## config.mk

```make
export PLATFORM = sky130hd
export DESIGN_NAME = response_handler
export DESIGN_NICKNAME = d
export VERILOG_FILES = /design/src/rtl/response_handler_pkg.sv /design/src/rtl/response_handler_timer.sv /design/src/rtl/response_handler.sv
export SDC_FILE = /design/constraint.sdc
export NUM_CORES = 1
export LEC_CHECK = 0
export BUFFER_PORTS_ARGS = -buffer_cell sky130_fd_sc_hd__buf_4
export CORE_UTILIZATION = 40
export CTS_CLUSTER_DIAMETER = 100
export CTS_CLUSTER_SIZE = 10
export DETAILED_ROUTE_END_ITERATION = 10
export GPL_TIMING_DRIVEN = 0
export PLACE_DENSITY_LB_ADDON = 0.12
export SYNTH_ARGS = -nofsm -noshare
export SYNTH_HDL_FRONTEND = slang
export SYNTH_SLANG_ARGS = --single-unit
```

## constraint.sdc

```tcl
create_clock -name clock -period 3.7 [get_ports clock]
set_clock_uncertainty 0.1 [all_clocks]
set_input_delay 0.185 -clock clock [delete_from_list [all_inputs] [get_ports clock]]
set_output_delay 0.185 -clock clock [all_outputs]
set_load 0.01 [all_outputs]
```

## src/rtl/response_handler_pkg.sv

```systemverilog
// Protocol constants shared between the request decoder and the response path:
// response codes, frame length and the latched response frame layout.
package response_handler_pkg;

    localparam int BYTE_W    = 8;
    localparam int FRAME_LEN = 2;

    localparam logic [BYTE_W-1:0] BYTE_RESET = 8'h00;

    typedef enum logic [BYTE_W-1:0] {
        RESP_ACK    = 8'h06,
        RESP_STATUS = 8'h08,
        RESP_NAK    = 8'h15,
        RESP_ERROR  = 8'hEE
    } resp_code_e;

    typedef struct packed {
        logic [BYTE_W-1:0] code;
        logic [BYTE_W-1:0] data;
    } resp_frame_t;

    // Byte 0 of a frame is the code, byte 1 the payload.
    function automatic logic [BYTE_W-1:0] frame_byte(input resp_frame_t frame, input logic second);
        return second ? frame.data : frame.code;
    endfunction

endpackage

```

## src/rtl/response_handler_timer.sv

```systemverilog
// Per-byte tx_done watchdog: cleared outside the wait states, counts while enabled,
// and flags expiry once the count reaches TIMEOUT_CYCLES-1.
module response_timer #(
    parameter int TIMEOUT_CYCLES = 50000000
) (
    input  logic clock,
    input  logic reset,
    input  logic clear,
    input  logic enable,
    output logic expired
);

    localparam int CW = $clog2(TIMEOUT_CYCLES) + 1;
    localparam logic [CW-1:0] LAST = CW'(TIMEOUT_CYCLES - 1);

    logic [CW-1:0] count;

    // Saturates at LAST so the count can never wrap before the abort is taken.
    always_ff @(posedge clock or posedge reset) begin
        if (reset) begin
            count <= '0;
        end else if (clear) begin
            count <= '0;
        end else if (enable && !expired) begin
            count <= count + 1'b1;
        end
    end

    assign expired = enable && (count == LAST);

endmodule

```

## src/rtl/response_handler.sv

```systemverilog
// Sends a two-byte response frame (code, then data) through a byte-wide UART
// transmitter handshake, with overrun reporting and a per-byte tx_done timeout.
module response_handler #(
    parameter int TIMEOUT_CYCLES = 50000000
) (
    input  logic       clock,
    input  logic       reset,
    input  logic       send,
    input  logic [7:0] response_code,
    input  logic [7:0] response_data,
    input  logic       tx_busy,
    input  logic       tx_done,
    output logic       tx_start,
    output logic [7:0] tx_data,
    output logic       busy,
    output logic       overrun,
    output logic       timeout
);

    import response_handler_pkg::*;

    typedef enum logic [2:0] {
        IDLE,
        SEND_CODE,
        WAIT_CODE,
        SEND_DATA,
        WAIT_DATA
    } state_t;

    state_t      state, state_next;
    resp_frame_t frame_q, frame_next;
    logic        tx_start_next;
    logic [7:0]  tx_data_next;
    logic        busy_next;
    logic        overrun_next;
    logic        timeout_next;
    logic        timer_clear;
    logic        timer_enable;
    logic        timer_expired;

    response_timer #(
        .TIMEOUT_CYCLES(TIMEOUT_CYCLES)
    ) u_timer (
        .clock  (clock),
        .reset  (reset),
        .clear  (timer_clear),
        .enable (timer_enable),
        .expired(timer_expired)
    );

    always_ff @(posedge clock or posedge reset) begin
        if (reset) begin
            state    <= IDLE;
            frame_q  <= '0;
            tx_start <= 1'b0;
            tx_data  <= BYTE_RESET;
            busy     <= 1'b0;
            overrun  <= 1'b0;
            timeout  <= 1'b0;
        end else begin
            state    <= state_next;
            frame_q  <= frame_next;
            tx_start <= tx_start_next;
            tx_data  <= tx_data_next;
            busy     <= busy_next;
            overrun  <= overrun_next;
            timeout  <= timeout_next;
        end
    end

    // A tx_done seen while tx_start is still high belongs to the previous byte, so
    // the wait states only honour it from the cycle after the launch onwards.
    always_comb begin
        state_next    = state;
        frame_next    = frame_q;
        tx_start_next = 1'b0;
        tx_data_next  = tx_data;
        busy_next     = busy;
        overrun_next  = send && busy;
        timeout_next  = 1'b0;
        timer_clear   = 1'b1;
        timer_enable  = 1'b0;

        case (state)
            IDLE: begin
                if (send) begin
                    frame_next.code = response_code;
                    frame_next.data = response_data;
                    state_next      = SEND_CODE;
                    busy_next       = 1'b1;
                end
            end
            SEND_CODE: begin
                if (!tx_busy) begin
                    tx_start_next = 1'b1;
                    tx_data_next  = frame_byte(frame_q, 1'b0);
                    state_next    = WAIT_CODE;
                end
            end
            WAIT_CODE: begin
                timer_clear  = 1'b0;
                timer_enable = 1'b1;
                if (tx_done && !tx_start) begin
                    state_next = SEND_DATA;
                end else if (timer_expired) begin
                    timeout_next = 1'b1;
                    state_next   = IDLE;
                    busy_next    = 1'b0;
                end
            end
            SEND_DATA: begin
                if (!tx_busy) begin
                    tx_start_next = 1'b1;
                    tx_data_next  = frame_byte(frame_q, 1'b1);
                    state_next    = WAIT_DATA;
                end
            end
            WAIT_DATA: begin
                timer_clear  = 1'b0;
                timer_enable = 1'b1;
                if (tx_done && !tx_start) begin
                    state_next = IDLE;
                    busy_next  = 1'b0;
                end else if (timer_expired) begin
                    timeout_next = 1'b1;
                    state_next   = IDLE;
                    busy_next    = 1'b0;
                end
            end
            default: begin
                state_next = IDLE;
                busy_next  = 1'b0;
            end
        endcase
    end

endmodule

```

==> impl_results.rst <==
.. list-table::
   :header-rows: 1

   * - Metric
     - Value
   * - Area of the mapped netlist
     - 2820 um^2
   * - Sequential cell area in the final layout
     - 1450 um^2
   * - Floorplan die height
     - 85.9 um
   * - Port buffer count
     - 32
   * - Initial cell density of the core
     - 41.5%
   * - Total wire length after detailed routing
     - 6240 um
   * - Kind of critical path
     - reg -> reg
   * - Final Critical Period
     - 2.64 ns
   * - Synth warn
     - 0
   * - Share of the clock period used by the worst path after layout
     - 71.3%
   * - Number of nets at the end of the flow
     - 358
   * - Critical-path cell with the highest stage delay
     - sky130_fd_sc_hd__nor4_1
   * - Delay of the slowest critical-path stage
     - 1.08 ns
   * - Setup repair after global routing missed its margin
     - no
   * - Maxcap violations
     - 0
   * - Share of the yosys chip area belonging to registers
     - 51.5%
   * - Number of top-level design ports
     - 33
   * - Total via count after detailed routing
     - 2280
   * - Highest fanout seen on the critical path
     - 10
   * - Cell count after synthesis
     - 274
   * - Transition time of the tightest slew-check pin
     - 1.24 ns
   * - Detailed-route DRC error count
     - 0
   * - Leakage dissipation
     - 1.44 nW
   * - Diodes inserted
     - 0
   * - Setup TNS Final
     - 0 ns
   * - Largest net degree at the start of global routing
     - 32
   * - Site row count
     - 30
   * - Distinct cell type count of the synthesized netlist
     - 39
   * - Worst slew margin relative to its limit
     - 16.5%
   * - Total power divided by cell area
     - 628 nW/um^2
   * - Aggregate global-route resource usage
     - 18.6%
   * - Outcome
     - finished clean
   * - Number of antenna violations at the first check in global routing
     - 0
   * - GP Congestion
     - 0.730
   * - Area of combinational cells with multiple inputs
     - 1270 um^2
   * - Remaining number of nets flagged by the antenna check after routing
     - 0
   * - H-Tree Depth
     - 3
   * - Cell breakdown of the critical path
     - ha_1 -> nand3_1 -> nor4_1 -> a21boi_0 -> nor3_1
   * - Number of synthesized flops with an enable pin
     - 0
   * - Main synth FF type
     - sky130_fd_sc_hd__dfrtp_1
   * - Tightest Hold Check Type
     - in -> reg
   * - Largest vdd supply drop
     - 403 uV
   * - DRC marker count from the first detailed-route iteration
     - 89
   * - Total placed cells including tap cells
     - 403
   * - Skew-Pair Late Insertion Delay
     - 0.33 ns
   * - Number of vias per cell after detailed routing
     - 5.22
   * - Clock Sink Count
     - 58
   * - Via count of the first global-routing pass
     - 2270
   * - Overall die area
     - 7380 um^2
   * - Post-synthesis average cell area
     - 10.3 um^2
   * - Critical Path Sink Type
     - flip-flop
   * - Die Span X
     - 85.9 um
   * - Iteration count of the initial detailed-routing pass
     - 4
   * - Number of register bits inferred by synthesis
     - 58
   * - Share of final-layout standard cells stronger than drive strength 1
     - 21.4%
   * - Arrival time at the worst endpoint
     - 2.78 ns
   * - Number of failing setup endpoints in the final timing report
     - 0
   * - Area Growth Syn to Fin
     - 27.7%
   * - Share of flip-flops with an asynchronous set or reset after synthesis
     - 100%
   * - Final cell count without fillers
     - 437
   * - Synthesized Nets
     - 296
   * - Total of cells resized after clock tree synthesis
     - 0
   * - Wire length of the first global-routing pass
     - 10700 um
   * - Clock Tree Root
     - sky130_fd_sc_hd__clkbuf_8
   * - Wire length per cell after detailed routing
     - 14.3 um
   * - Kind of start point of the critical path
     - flip-flop
   * - Clock tree from TritonCTS
     - built
   * - Hold violation total from the final report
     - 0
   * - Fill cell total of the finished layout
     - 622
   * - Clock transition at path regs
     - 0.07 ns
   * - Post-DP HPWL
     - 4180 um
   * - Highest Clock Rate
     - 379 MHz
   * - Core Region
     - 6790 um^2
   * - Remaining global-route overflow
     - 0
   * - Cts bufs inserted
     - 9
   * - Max Buffers Root-to-Sink
     - 2
   * - Slew Limit Fails
     - 0
   * - CP Data Required Time
     - 3.84 ns
-- metal layers --
layer	global-route usage, %	up-vias	part of all wire, %
li1	-	1129	-
met5	0	-	0
met1	23.8	1101	48
met2	29.7	44	47
met3	6.45	6	3.7
met4	5.76	0	0.79
-- where the power goes --
| part | internal [mW] | leakage (nW) | switching (mW) | total (mW) |
|---|---|---|---|---|
| logic | 0.345 | 0.586 | 0.378 | 0.723 |
| registers | 0.803 | 0.744 | 0.0904 | 0.894 |
| clock network | 0.395 | 0.109 | 0.247 | 0.642 |
| total | 1.54 | 1.44 | 0.715 | 2.26 |
-- layout make-up --
cell class	count	share of cell area, %
buffer	17	1.91
clock buffer	11	3.93
clock inverter	5	2.16
multi-input combinational	192	35.3
sequential	58	40.3
inverter	7	0.730
tap	96	3.34
timing repair buffer	51	12.2
-- kinds of logic after synthesis --
kind of cell	after synthesis	synth area share [%]
and+or+nand+nor	103	19.9
DFF	58	51.5
AOI/OAI and AO/OA	50	10.9
muxes	30	11.4
buffers and inverters	24	3.38
xor gates and xnor gates	8	2.49
adders and majority gates	1	0.444
-- registers in the layout (all words and copies together), names as in the netlist --
name / cells
frame_q: 16
tx_start: 1
busy: 1
timeout: 1
state: 3
u_timer.count: 27
overrun: 1
tx_data: 8
-- critical path: cells and delay by family, from the launching register on --
family	cells	cell delay (ns)
simple gates	3	1.59
flops	1	0.43
compound gates	1	0.24
fa+ha+maj	1	0.19
-- metrics by stage --
step | hold WS (ns) | util [%] | cell area [um^2] | setup WS [ns] | power, mW
final | 0.0567 | 52.9 | 3600 | 1.06 | 2.26
after global placement | 0.318 | 46.8 | 3180 | 1.13 | 1.60
after global routing | 0.0497 | 52.9 | 3600 | 0.806 | 2.41
after floorplan | 0.219 | - | 2820 | 1.68 | 1.37
after detailed placement | 0.205 | 47.1 | 3200 | 1.13 | 1.62
after CTS | 0.0417 | 52.9 | 3600 | 1.05 | 2.29
-- cell usage after synthesis, drive strengths merged (5+ instances only) --
cell type	instances	area share, %
dfrtp	58	52
or3	8	1.8
nand3	11	2.1
o21ai	9	1.6
a21oi	22	3.9
nor2	18	2.4
nand2	20	2.7
nor4	8	1.8
xnor2	7	2.2
nor3	8	1.4
nand4	5	1.3
mux2	16	6.4
inv	7	0.93
mux2i	14	5.0
o31ai	8	2.1
or4	11	2.9
buf	6	0.98
clkbuf	11	1.5
-- layout by cell type (no fill, tap or decap), types with 3 or more instances in the layout --
| cell | synthesis | routed |
|---|---|---|
| sky130_fd_sc_hd__a21oi_1 | 22 | 22 |
| sky130_fd_sc_hd__mux2_2 | 16 | 16 |
| sky130_fd_sc_hd__inv_1 | 7 | 6 |
| sky130_fd_sc_hd__clkbuf_8 | 0 | 10 |
| sky130_fd_sc_hd__nor2_1 | 18 | 18 |
| sky130_fd_sc_hd__clkbuf_1 | 11 | 12 |
| sky130_fd_sc_hd__o31ai_1 | 8 | 8 |
| sky130_fd_sc_hd__nand4_1 | 4 | 4 |
| sky130_fd_sc_hd__nor4_1 | 8 | 8 |
| sky130_fd_sc_hd__buf_2 | 4 | 4 |
| sky130_fd_sc_hd__nor3_1 | 8 | 8 |
| sky130_fd_sc_hd__dfrtp_1 | 58 | 58 |
| sky130_fd_sc_hd__and2_1 | 3 | 3 |
| sky130_fd_sc_hd__mux2i_1 | 14 | 14 |
| sky130_fd_sc_hd__nand2_1 | 20 | 20 |
| sky130_fd_sc_hd__xnor2_1 | 7 | 7 |
| sky130_fd_sc_hd__nand3_1 | 10 | 10 |
| sky130_fd_sc_hd__or4_1 | 11 | 11 |
| sky130_fd_sc_hd__a211oi_1 | 4 | 4 |
| sky130_fd_sc_hd__or3_1 | 8 | 8 |
| sky130_fd_sc_hd__buf_4 | 0 | 32 |
| sky130_fd_sc_hd__o21ai_0 | 9 | 9 |
| sky130_fd_sc_hd__dlygate4sd3_1 | 0 | 18 |
-- repair_timing --
item | 4_1_cts | 5_1_grt
endpoints found under the hold margin | 44 | 0
hold buffers | 18 | 0
setup buffers | 0 | 0
endpoints found under the setup margin | 0 | 0
-- final timing paths --
| kind | start | end | slack, ns | depth (start not counted) |
|---|---|---|---|---|
| min in group asynchronous | reset | frame_q[9]$_DFFE_PP0P_ | 0.39 | 3 |
| hold / removal | tx_busy | state[0]$_DFFE_PP0P_ | 0.06 | 3 |
| setup reg to reg | u_timer.count[0]$_DFFE_PP0P_ | u_timer.count[0]$_DFFE_PP0P_ | 1.06 | 5 |
| hold reg to reg | frame_q[8]$_DFFE_PP0P_ | frame_q[8]$_DFFE_PP0P_ | 0.41 | 1 |
| setup / recovery | u_timer.count[0]$_DFFE_PP0P_ | u_timer.count[0]$_DFFE_PP0P_ | 1.06 | 5 |
| max in group asynchronous | reset | timeout$_DFF_PP0_ | 2.53 | 4 |
(Power assumes the default switching activity.)
